--- src/rtl/rev_alu_serial.sv ---
// Bit-serial ALU stage (LSB-first) with Fredkin-style q/r select outputs.
// Optional signed-overflow output enabled by defining REV_ALU_OVF_EN.
module rev_alu_serial #(
  parameter int W = 8
) (
  input  logic         clk,
  input  logic         rst,
  input  logic         start,
  input  logic [W-1:0] opa,
  input  logic [W-1:0] opb,
  input  logic [2:0]   op,
  input  logic         sel,
  output logic         busy,
  output logic         done,
  output logic [W-1:0] res,
  output logic [W-1:0] res2,
  output logic         cout,
  output logic         zero
`ifdef REV_ALU_OVF_EN
  ,
  output logic         ovf
`endif
);

  localparam int CW = $clog2(W);

  localparam logic [2:0] OP_ADD   = 3'b000;
  localparam logic [2:0] OP_SUB   = 3'b001;
  localparam logic [2:0] OP_AND   = 3'b010;
  localparam logic [2:0] OP_OR    = 3'b011;
  localparam logic [2:0] OP_XOR   = 3'b100;
  localparam logic [2:0] OP_CSWAP = 3'b101;

  typedef enum logic [1:0] {S_IDLE, S_RUN, S_DONE} state_t;

  state_t          state;
  logic [CW-1:0]   cnt;
  logic [W-1:0]    a_sh, b_sh;
  logic [2:0]      op_q;
  logic            sel_q;
  logic            carry;
  // Only W-1 bits are stored; the final bit is merged straight into the outputs.
  logic [W-2:0]    acc, acc2;

  logic            a_bit, b_bit, b_eff, arith;
  logic            bit_q, bit_r, carry_nx;
  logic [W-1:0]    acc_nx, acc2_nx;

  always_comb begin
    a_bit    = a_sh[0];
    b_bit    = b_sh[0];
    arith    = (op_q == OP_ADD) || (op_q == OP_SUB);
    b_eff    = (op_q == OP_SUB) ? ~b_bit : b_bit;
    carry_nx = (a_bit & b_eff) | (a_bit & carry) | (b_eff & carry);
    bit_q    = 1'b0;
    bit_r    = a_bit;
    case (op_q)
      OP_ADD, OP_SUB: bit_q = a_bit ^ b_eff ^ carry;
      OP_AND:         bit_q = a_bit & b_bit;
      OP_OR:          bit_q = a_bit | b_bit;
      OP_XOR:         bit_q = a_bit ^ b_bit;
      OP_CSWAP: begin
        bit_q = sel_q ? b_bit : a_bit;
        bit_r = sel_q ? a_bit : b_bit;
      end
      default: begin
        bit_q = 1'b0;
        bit_r = 1'b0;
      end
    endcase
    acc_nx  = {bit_q, acc};
    acc2_nx = {bit_r, acc2};
  end

  assign busy = (state != S_IDLE);

  always_ff @(posedge clk) begin
    if (rst) begin
      state <= S_IDLE;
      cnt   <= '0;
      a_sh  <= '0;
      b_sh  <= '0;
      op_q  <= '0;
      sel_q <= 1'b0;
      carry <= 1'b0;
      acc   <= '0;
      acc2  <= '0;
      done  <= 1'b0;
      res   <= '0;
      res2  <= '0;
      cout  <= 1'b0;
      zero  <= 1'b0;
`ifdef REV_ALU_OVF_EN
      ovf   <= 1'b0;
`endif
    end else begin
      done <= 1'b0;
      case (state)
        S_IDLE: begin
          if (start) begin
            a_sh  <= opa;
            b_sh  <= opb;
            op_q  <= op;
            sel_q <= sel;
            cnt   <= '0;
            carry <= (op == OP_SUB);
            state <= S_RUN;
          end
        end
        S_RUN: begin
          a_sh  <= {1'b0, a_sh[W-1:1]};
          b_sh  <= {1'b0, b_sh[W-1:1]};
          acc   <= acc_nx[W-1:1];
          acc2  <= acc2_nx[W-1:1];
          carry <= carry_nx;
          cnt   <= cnt + 1'b1;
          if (cnt == CW'(W - 1)) begin
            res   <= acc_nx;
            res2  <= acc2_nx;
            zero  <= (acc_nx == '0);
            cout  <= arith & carry_nx;
`ifdef REV_ALU_OVF_EN
            // carry holds the carry into the MSB during the last bit.
            ovf   <= arith & (carry ^ carry_nx);
`endif
            done  <= 1'b1;
            state <= S_DONE;
          end
        end
        S_DONE: begin
          cnt   <= '0;
          state <= S_IDLE;
        end
        default: state <= S_IDLE;
      endcase
    end
  end

endmodule
--- config.mk ---
export PLATFORM = sky130hd
export DESIGN_NAME = rev_alu_serial
export DESIGN_NICKNAME = d
export VERILOG_FILES = /design/src/rtl/rev_alu_serial.sv
export SDC_FILE = /design/constraint.sdc
export NUM_CORES = 1
export LEC_CHECK = 0
export ABC_AREA = 1
export CAP_MARGIN = 20
export CORE_ASPECT_RATIO = 0.75
export CORE_MARGIN = 2
export CORE_UTILIZATION = 40
export DETAILED_ROUTE_END_ITERATION = 12
export GPL_TIMING_DRIVEN = 0
export HOLD_SLACK_MARGIN = 0.05
export PLACE_DENSITY = 0.76
export SKIP_LAST_GASP = 1
export SLEW_MARGIN = 20
export SYNTH_ARGS = -nofsm -noshare
export SYNTH_HDL_FRONTEND = slang
export SYNTH_SLANG_ARGS = --single-unit
--- constraint.sdc ---
create_clock -name clk -period 1.73 [get_ports clk]
set_clock_uncertainty 0.05 [all_clocks]
set_input_delay 0.346 -clock clk [delete_from_list [all_inputs] [get_ports clk]]
set_output_delay 0.346 -clock clk [all_outputs]
set_load 0.02 [all_outputs]
# Word level (Yosys, flattened, before mapping)
# Index checks and enable logic that the tools add are counted.
# totals
reg_bits	59
latchBits	0
mem_bits_rw	0
rom_bits	0
input_bits	23
out_inout_bits	20
wordCells	71
n_memories	0
# classes
n_addsub	1
n_mul	0
div_mod_pow	0
n_lt_le_gt_ge	0
n_eq_ne	11
shift	0
n_mux	17
bitwise_logic	13
n_reduce_logical	15
# ops
cell	n
$pmux 8 s2	2
$mux 8	2
$reduce_and 2->1	5
$eq 3x3->1 const B	3
$pmux 3 s3	1
$logic_not 8->1	1
$eq 3x1->1 const B	2
$eq 3x2->1 const B	2
$and 1x1->1	5
$mux 1	5
$pmux 1 s5	1
$reduce_or 5->1	1
$mux 2	2
$ne 2x2->1 const B	2
$pmux 1 s2	2
$pmux 2 s2	1
$reduce_bool 2->1	2
$reduce_or 2->1	2
$add 3x1->3 const B	1
$logic_not 3->1	1
$mux 3	1
$or 1x1->1	3
$reduce_bool 3->1	1
$xor 1x1->1	3
5 further kinds	6

# Depth between registers and ports, before layout
# Gate-level depths: netlist (run 1).
# logic_depth
word_depth	6
mapped_depth	10
mapped_depth_nobuf	10

# Least setup slack after synthesis (run 1)
# Ideal clock, no wire load.
# synth_path
kind	register to register
startpoint	register op_q[2]
endpoint	register zero
setup_ns	0.067
arrival_ns	1.610
required_time_ns	1.613
path_slack_ns	0.003
stages_incl_launch_ff	11
path_buffers	0
synth_period_minus_slack_ns	1.727
path_cell_list	dfxtp_1 nor2_1 nand2_1 xor2_1 fa_1 inv_1 nand2_1 nand2_1 nor2_1 nand2_1 a21oi_2
# synth_between
elab_chain_cells	6
word_cells_on_any_way	12
cone_classes	eq/ne (5); mux (2); bitwise (2); reduce/logical (3)
# synth_lines
item	line	rtl
start: declaration	39	logic [2:0] op_q;
start signal: assignment	103	op_q <= op;
$eq 3x1->1	53, 57	
$mux 1	53	b_eff = (op_q == OP_SUB) ? ~b_bit : b_bit;
$xor 1x1->1 (2 in series)	58	OP_ADD, OP_SUB: bit_q = a_bit ^ b_eff ^ carry;
$pmux 1 s5 (*)	57	case (op_q)
$logic_not 8->1 (*)	120	zero <= (acc_nx == '0);
end signal: assignment	120	
end: declaration	18	output logic zero
# Mark *: on every way between the ends. The rest lies on a longest branch, timed or not.
# A chain may end at the register's enable or synchronous reset.

# Final worst setup path (run 1)
# Same ends and word-level chain as after synthesis.

==> impl_metrics.csv, run 1 <==
group,metric,value,unit
final_layout,diodes,0,
timing,tightest_slew,0.5315,ns
timing,period_share,103.1,%
route,finalWirelength,5581,um
final_layout,fin_nets,406,
worst_setup_path,path_cells,"nor2_4 > nand2_2 > xor2_1 > fa_1 > inv_1 > nand2_1 > nand2_2 > nor2_4 > nand2_2 > a21oi_2",
route,ant_nets,0,
power_and_ir_drop,p_total,3.288,mW
floorplan,start_util,41.79,%
clock_tree,cts_buffers,9,
worst_setup_path,critPathMostFrequentCell,"nand2_2",
timing,fmaxAchievable,560.6,MHz
power_and_ir_drop,power_frac_clock,41.3,%
power_and_ir_drop,leakagePower,1.439,nW
worst_setup_path,critPathLaunch,"op_q[2]",
floorplan,dieArea,0.006800,sq mm
final_layout,finalInstanceArea,0.003252,sq mm
final_layout,drive_above_1_share,11.49,%
grt,track_usage,18.32,%
worst_setup_path,critPathLaunchType,"register",
route,routedWlPerCell,12.11,um
flow_run,cap_violations,0,
yosys,syn_nets,351,
timing,tns,-0.05390,ns
outcome,status,"finished with violations",
place,placed_area,0.002978,sq mm
grt,first_global_vias,2061,
route,dr_total_vias,2245,
final_layout,synthToLayoutAreaGrowth,32.20,%
power_and_ir_drop,p_switching,0.8602,mW
timing,setup_viol,1,
place,routabilityCongestion,0.8403,
route,drc,0,
worst_setup_path,critical_path_class,"register to register",
yosys,synth.avg_cell_area,7.616,sq um
yosys,ys_top_cells_by_area,"dfxtp_1 (48%), nand2_1 (8.9%), o21ai_0 (8.1%), a21oi_1 (6.7%), inv_1 (5.5%)",
clock_tree,clk_latency,0.34,ns
grt,grt_max_degree,12,
clock_tree,clockBufferDepth,2,
route,drt_iter0_drc,179,
worst_setup_path,slowest_delay,0.48,ns
yosys,async_flop_share,0,%
final_layout,utilization,55.25,%
worst_setup_path,crit_path_end_kind,"register",
clock_tree,h-tree-depth,3,
clock_tree,cts_tree,"built",
worst_setup_path,cp_data_required_time,1.95,ns
power_and_ir_drop,p_int,2.428,mW
clock_tree,clk_pin_slew,0.07,ns
timing,slew_viol_final,0,
place,portBuffers,42,
timing,rsz0062_at_grt,"true",
floorplan,core_area,0.005886,sq mm
grt,globalRouteMet3Util,6.646,%
yosys,synth_edf_count,0,
yosys,synthCells,323,
timing,fin_crit,1.784,ns
floorplan,ioPinCount,43,
power_and_ir_drop,combPwrFrac,13.5,%
power_and_ir_drop,ir_drop,0.4743,mV
clock_tree,cts_root_buf,"clkbuf_8",
grt,busiest_layer,"met2",
worst_setup_path,path_max_fanout,4,
yosys,syn-cell-area,0.002460,sq mm
worst_setup_path,cpMaxStageDelayCell,"fa_1",
place,place_ws,-0.2693,ns
worst_hold_path,hp-class,"register to register",
floorplan,die_x,94.55,um
timing,postLayoutSetupSlackWorst,-0.05390,ns
outcome,violations,"negative setup slack",
grt,grt_pass1_wl,9466,um
grt,gr-total-overflow,0,
route,vias_per_cell,4.870,
yosys,yosysTopAreaCell,"dfxtp_1",
yosys,ys_warn_count,0,
power_and_ir_drop,seqPwrFrac,45.2,%
worst_setup_path,r2r_start,"op_q[2]",
grt,antenna_found_initial,0,
power_and_ir_drop,netSwitchingFraction,26.16,%
yosys,synth-main-ff-cell,"dfxtp_1",
yosys,synth_seq_cells,59,
route,drtPass1Iterations,4,
grt,use_met1,23.68,%
power_and_ir_drop,p_per_area,1011,mW/mm^2
timing,max_slew_margin,64.56,%
yosys,yosysSeqAreaShare,48.02,%
floorplan,rows,24,
floorplan,die_h,71.92,um
place,dp.final_hpwl,4065,um
worst_hold_path,hp-start,"b_sh[6]",
clock_tree,cts.sinks,59,
worst_setup_path,worstPathArrival,2.00,ns
grt,use_met2,28.33,%
yosys,ys_types,25,
timing,finalHoldViolCount,0,
yosys,yosysTopAreaCellShare,48.02,%
cells in the final DEF, fill, tap and decap left out:
cell type,synthesis,final
fa_1,1,1
buf_6,3,3
buf_2,6,6
clkbuf_1,5,5
o21ai_1,19,19
dfxtp_4,0,1
clkbuf_8,0,9
xor2_1,1,1
buf_4,0,2
a21oi_2,1,1
nor2_8,1,1
clkdlybuf4s50_1,0,37
clkinv_2,0,2
nor2_4,1,4
inv_1,36,36
buf_1,1,1
ha_1,4,4
clkinv_1,1,1
nand2_4,2,2
nor2_1,29,27
dfxtp_2,0,1
o21ai_0,40,40
a211oi_1,4,4
a21oi_1,33,33
clkdlybuf4s15_1,0,1
nand2_2,0,3
dfxtp_1,59,57
inv_4,2,2
clkinvlp_4,0,3
nand3_1,10,10
inv_2,2,2
bufinv_16,0,2
dlymetal6s2s_1,0,4
nand2_1,58,55
nand4_1,3,3
worst paths after layout:
kind / to / slack (ns) / cells after the start
setup reg to reg: zero / -0.05 / 10
setup / recovery: zero / -0.05 / 10
hold / removal: b_sh[6] / 0.40 / 2
hold reg to reg: b_sh[6] / 0.40 / 2
final cells by class:
type	instances	area, sq um
Tap cell	78	97.59
Clock inverter	7	92.59
Fill cell	543	2634
Multi-Input combinational cell	208	1061
Inverter	41	158.9
Timing Repair Buffer	44	445.4
Clock buffer	9	123.9
Buffer	15	86.33
Sequential cell	59	1186
critical path: cells and delay by family (launching register included):
family,cells,cell delay (ns)
adder cells (fa/ha/maj),1,0.48
flip-flops,1,0.36
buffers and inverters,1,0.04
AO/OA/AOI/OAI,1,0.11
AND/OR/NAND/NOR,6,0.53
XOR/XNOR,1,0.15
cell usage after synthesis (2+ instances only):
master,n
a211oi_1,4
a21oi_1,33
buf_2,6
buf_6,3
clkbuf_1,5
dfxtp_1,59
ha_1,4
inv_1,36
inv_2,2
inv_4,2
nand2_1,58
nand2_4,2
nand3_1,10
nand4_1,3
nor2_1,29
o21ai_0,40
o21ai_1,19
power groups by stage:
stage / combinational, mW / clock [mW] / sequential, mW
4_1_cts: 0.429 / 1.38 / 1.48
6_report: 0.445 / 1.36 / 1.49
3_5_place_dp: 0.415 / 0 / 1.51
5_1_grt: 0.503 / 1.45 / 1.50
2_1_floorplan: 0.285 / 0 / 1.50
3_3_place_gp: 0.406 / 0 / 1.51
per-layer routing:
| metal | share of wire [%] | vias to the layer above |
|---|---|---|
| li1 | - | 1158 |
| met1 | 46 | 1026 |
| met2 | 47 | 52 |
| met3 | 6.0 | 9 |
| met4 | 1.6 | 0 |
| met5 | 0 | - |
flip-flops by register name, indices dropped and copies added (netlist names):
signal and cells:
done 1, sel_q 1, acc 7, zero 1, op_q 3, res 8
cout 1, acc2 7, b_sh 8, state 2, res2 8, carry 1
a_sh 8, cnt 3
logic make-up after synthesis:
group / Yosys count / synth area share, %
DFF: 59 / 48.02
adders and majority gates: 5 / 2.849
and+or+nand+nor: 105 / 18.51
AOI/OAI and AO/OA: 97 / 20.30
xor gates and xnor gates: 1 / 0.3561
buffers and inverters: 56 / 9.969
stage by stage:
stage | hold WS (ns) | std cells
6_report | 0.4003 | 461
3_5_place_dp | 0.3932 | 443
5_1_grt | 0.4267 | 461
4_1_cts | 0.4034 | 460
3_3_place_gp | 0.3860 | 443
2_1_floorplan | 0.3745 | 323
repair_timing:
action,in CTS,in global routing
hold endpoints to repair,0,0
endpoints found under the setup margin,4,8
setup buffers,1,1
pin swaps,2,2
hold buffers,0,0
gates resized for setup,5,12
(Power assumes the default switching activity.)
==> run 2: changes to the inputs <==
REMOVE_ABC_BUFFERS = 1   (was not set)
SLEW_MARGIN = 5   (was 20)
==> impl_metrics.csv, run 2 (synthesis gave the netlist of run 1 again) <==
group,metric,value,unit
place,placed_area,0.002892,sq mm
power_and_ir_drop,p_total,3.464,mW
timing,tns,-0.1361,ns
power_and_ir_drop,leakagePower,1.497,nW
place,place_inst,428,
floorplan,start_util,41.79,%
outcome,status,"finished with violations",
floorplan,dieArea,0.006800,sq mm
route,vias_per_cell,4.942,
route,finalWirelength,5689,um
route,drc,0,
final_layout,finalInstanceArea,0.003252,sq mm
timing,tightest_slew,0.3785,ns
clock_tree,clockBufferDepth,2,
final_layout,utilization,55.25,%
outcome,violations,"negative setup slack",
route,routedWlPerCell,12.64,um
timing,rsz0062_at_grt,"true",
grt,grt_max_degree,47,
route,ant_nets,0,
timing,fin_crit,1.797,ns
worst_setup_path,path_max_fanout,2,
worst_setup_path,critPathLaunchType,"register",
place,routabilityCongestion,0.8503,
timing,max_slew_margin,74.77,%
grt,antenna_found_initial,0,
clock_tree,cts_tree,"built",
worst_hold_path,hp-class,"register to register",
worst_setup_path,cp_data_required_time,1.90,ns
final_layout,fin_nets,395,
grt,globalRouteMet3Util,7.269,%
grt,busiest_layer,"met2",
grt,gr-total-overflow,0,
timing,finalHoldViolCount,0,
grt,first_global_vias,1985,
clock_tree,h-tree-depth,3,
final_layout,layout_common_cells,"nand2_1 (57), dfxtp_1 (57), o21ai_0 (40)",
floorplan,die_h,71.92,um
power_and_ir_drop,ir_drop,0.4409,mV
route,dr_total_vias,2224,
timing,fmaxAchievable,556.6,MHz
clock_tree,cts.sinks,59,
final_layout,synthToLayoutAreaGrowth,32.20,%
timing,setup_viol,3,
worst_setup_path,crit_path_end_kind,"register",
place,dp.final_hpwl,3256,um
final_layout,diodes,0,
timing,slew_viol_final,0,
floorplan,ioPinCount,43,
timing,postLayoutSetupSlackWorst,-0.06669,ns
grt,use_met1,22.30,%
final_layout,drive_above_1_share,10.75,%
clock_tree,cts_root_buf,"clkbuf_8",
route,drt_iter0_drc,121,
clock_tree,cts_buffers,9,
floorplan,die_x,94.55,um
final_layout,instances_no_fill,450,
worst_setup_path,worstPathArrival,1.97,ns
clock_tree,clk_latency,0.34,ns
flow_run,cap_violations,0,
clock_tree,clk_pin_slew,0.07,ns
floorplan,core_area,0.005886,sq mm
grt,use_met2,25.40,%
power_and_ir_drop,p_per_area,1065,mW/mm^2
timing,period_share,103.9,%
route,drtPass1Iterations,4,
grt,grt_pass1_wl,8935,um
grt,track_usage,17.05,%
place,portBuffers,42,
floorplan,rows,24,
worst_setup_path,critical_path_class,"register to register",
## run 2: cell count changes in the layout (fill, tap and decap cells not counted), sizes merged
cell	previous run	this run
clkdlybuf4s50	37	33
dlymetal6s2s	4	7
buf	12	5
clkinvlp	3	0
clkbuf	14	11
nor2	32	33
dlygate4sd2	0	1
bufinv	2	3
## run 2: routing by layer
metal	vias to the layer above	part of all wire, %	wire, um
met5	-	0	0
met4	0	1.6	93
met3	11	7.0	401
met2	57	46	2623
met1	1018	45	2572
li1	1138	-	-
## run 2: final cells by class
| class | instances | area (sq um) |
|---|---|---|
| clock inverters | 5 | 100.1 |
| multi-input cells | 209 | 1084 |
| well taps | 78 | 97.59 |
| repair buffers | 47 | 479.2 |
| fillers | 569 | 2634 |
| flip-flops and latches | 59 | 1186 |
| inverters | 41 | 163.9 |
| clock buffers | 11 | 141.4 |
## run 2: worst paths after layout
| kind | cells after the start | start | end | slack (ns) |
|---|---|---|---|---|
| min | 2 | a_sh[3] | a_sh[3] | 0.40 |
| min reg2reg | 2 | a_sh[3] | a_sh[3] | 0.40 |
| max reg2reg | 10 | op_q[2] | acc[6] | -0.07 |
| max | 10 | op_q[2] | acc[6] | -0.07 |
## run 2: where the power goes
part	switching (mW)	total, mW	internal, mW
clock network	0.541	1.53	0.991
registers	0.0454	1.49	1.44
logic	0.267	0.447	0.180
total	0.853	3.46	2.61
## run 2: what timing repair did
action | 4_1_cts | 5_1_grt
resized for setup | 12 | 14
hold buffers | 0 | 0
endpoints found under the hold margin | 0 | 0
pin swaps | 3 | 4
setup buffers | 2 | 3
setup endpoints to repair | 51 | 30
cloned | 0 | 1
## run 2: critical path, cell delays in order, from the launching register on
cell	delay (ns)
dfxtp_4	0.35
nor2_4	0.10
nand2_1	0.06
xor2_1	0.15
fa_1	0.48
inv_1	0.04
nand2_1	0.10
nand2_2	0.09
nor2_4	0.10
buf_6	0.11
a21oi_2	0.05
## run 2: metrics by stage
step / worst slack, ns / hold WS [ns]
floorplan: 0.004018 / 0.3584
global placement: -1.682 / 0.3857
detailed placement: -1.671 / 0.3901
CTS: -0.01491 / 0.3996
global route: -0.1308 / 0.4147
finish: -0.06669 / 0.3967
==> run 3: changes to the inputs <==
CORE_ASPECT_RATIO = not set   (was 0.75)
CORE_UTILIZATION = 47   (was 40)
PLACE_DENSITY = 0.85   (was 0.76)
==> impl_metrics.csv, run 3 (synthesis gave the netlist of run 1 again) <==
group,metric,value,unit
worst_setup_path,r2r_start,"op_q[2]",
route,dr_total_vias,2162,
grt,first_global_vias,1967,
timing,setup_viol,1,
route,routedWlPerCell,11.48,um
worst_setup_path,reg2reg_slack,-0.03,ns
route,vias_per_cell,4.902,
clock_tree,clk_pin_slew,0.07,ns
timing,slew_viol_final,0,
worst_setup_path,path_max_fanout,6,
floorplan,dieArea,0.005829,sq mm
grt,gr-total-overflow,0,
timing,finalHoldViolCount,0,
timing,hold_slack,0.3987,ns
outcome,violations,"negative setup slack",
place,portBuffers,42,
final_layout,synthToLayoutAreaGrowth,30.06,%
clock_tree,cts.sinks,59,
worst_setup_path,cp_data_required_time,1.95,ns
route,drtPass1Iterations,4,
flow_run,cap_violations,0,
route,drc,0,
final_layout,fin_nets,394,
worst_setup_path,worstPathArrival,1.98,ns
power_and_ir_drop,ir_drop,0.5902,mV
worst_hold_path,hp-class,"register to register",
clock_tree,clockBufferDepth,2,
clock_tree,h-tree-depth,3,
worst_setup_path,critical_path_class,"register to register",
outcome,status,"finished with violations",
grt,antenna_found_initial,0,
floorplan,core_area,0.005075,sq mm
worst_setup_path,critPathLaunchType,"register",
grt,use_met2,29.29,%
worst_setup_path,r2r_cells,10,
worst_hold_path,holdPathStages,2,
floorplan,die_x,76.35,um
route,ant_nets,0,
grt,grt_pass1_wl,8521,um
power_and_ir_drop,p_per_area,1031,mW/mm^2
floorplan,die_h,76.35,um
place,dp.final_hpwl,3133,um
timing,tns,-0.02728,ns
grt,grt_max_degree,47,
timing,tightest_slew,0.3546,ns
clock_tree,cts_tree,"built",
final_layout,layout_commonest_cell,"dfxtp_1",
timing,period_share,101.6,%
floorplan,rows,26,
clock_tree,cts_buffers,9,
floorplan,ioPinCount,43,
grt,globalRouteMet3Util,5.213,%
timing,fmaxAchievable,569.1,MHz
power_and_ir_drop,leakagePower,1.348,nW
worst_setup_path,crit_end,"zero",
grt,use_met1,21.95,%
final_layout,layout_common_cells,"dfxtp_1 (56), nand2_1 (54), o21ai_0 (40), clkdlybuf4s50_1 (40), inv_1 (36)",
timing,rsz0062_at_grt,"true",
grt,busiest_layer,"met2",
route,drt_iter0_drc,126,
worst_setup_path,crit_path_end_kind,"register",
floorplan,start_util,48.47,%
clock_tree,cts_root_buf,"clkbuf_8",
timing,max_slew_margin,76.36,%
timing,postLayoutSetupSlackWorst,-0.02728,ns
clock_tree,clk_latency,0.33,ns
worst_setup_path,worst_r2r_endpoint,"zero",
route,finalWirelength,5061,um
worst_setup_path,critPathLaunch,"op_q[2]",
timing,fin_crit,1.757,ns
place,routabilityCongestion,0.8020,
grt,track_usage,18.08,%
final_layout,diodes,0,
final_layout,drive_above_1_share,11.32,%
[run 3: repair_timing]
item	4_1_cts	5_1_grt
hold buffers	0	0
pin swaps	3	5
setup buffers	1	3
resized for setup	12	8
cloned	0	1
setup endpoints to repair	51	26
[run 3: final cells by class]
type | count | area [sq um]
clock inverter | 6 | 88.84
clock buffer | 10 | 137.6
inverter | 41 | 163.9
fill | 457 | 1876
sequential | 59 | 1187
tap | 70 | 87.58
multi-input combinational | 209 | 1084
timing repair buffer | 46 | 450.4
[run 3: critical path, stage by stage (launching register included)]
cell and delay (ns):
dfxtp_4 0.37, nor2_4 0.10, nand2_2 0.06, xor2_1 0.15, fa_1 0.48, inv_1 0.05
nand2_1 0.07, nand2_2 0.07, nor2_4 0.14, nand2_2 0.07, a21oi_2 0.10
[run 3: power breakdown]
group | total (mW) | internal (mW) | switching, mW
clock | 1.40 | 0.849 | 0.552
combinational | 0.409 | 0.164 | 0.244
sequential | 1.49 | 1.44 | 0.0495
total | 3.30 | 2.45 | 0.846
[run 3: how the worst min path moves through the flow]
stage / slack (ns) / start / to
after floorplan: 0.36 / rst / zero
after global placement: 0.38 / b_sh[3] / b_sh[3]
after detailed placement: 0.39 / b_sh[3] / b_sh[3]
after CTS: 0.40 / b_sh[3] / b_sh[3]
after global routing: 0.43 / a_sh[3] / a_sh[3]
final: 0.40 / b_sh[3] / b_sh[3]
[run 3: through the flow]
stage | instance area, sq um | setup WS (ns) | total power, mW | cells | util (%)
floorplan | 2374 | 0.004018 | 1.762 | 308 | -
global placement | 2882 | -1.618 | 1.879 | 420 | 56.78
detailed placement | 2882 | -1.572 | 1.891 | 420 | 56.78
CTS | 3143 | -0.06135 | 3.293 | 437 | 61.93
global route | 3199 | -0.1044 | 3.440 | 441 | 63.04
finish | 3199 | -0.02728 | 3.300 | 441 | 63.04
[run 3: routing by layer]
layer	routed length, um	up-vias
li1	-	1140
met1	2411	966
met2	2280	48
met3	262	8
met4	106	0
met5	0	-
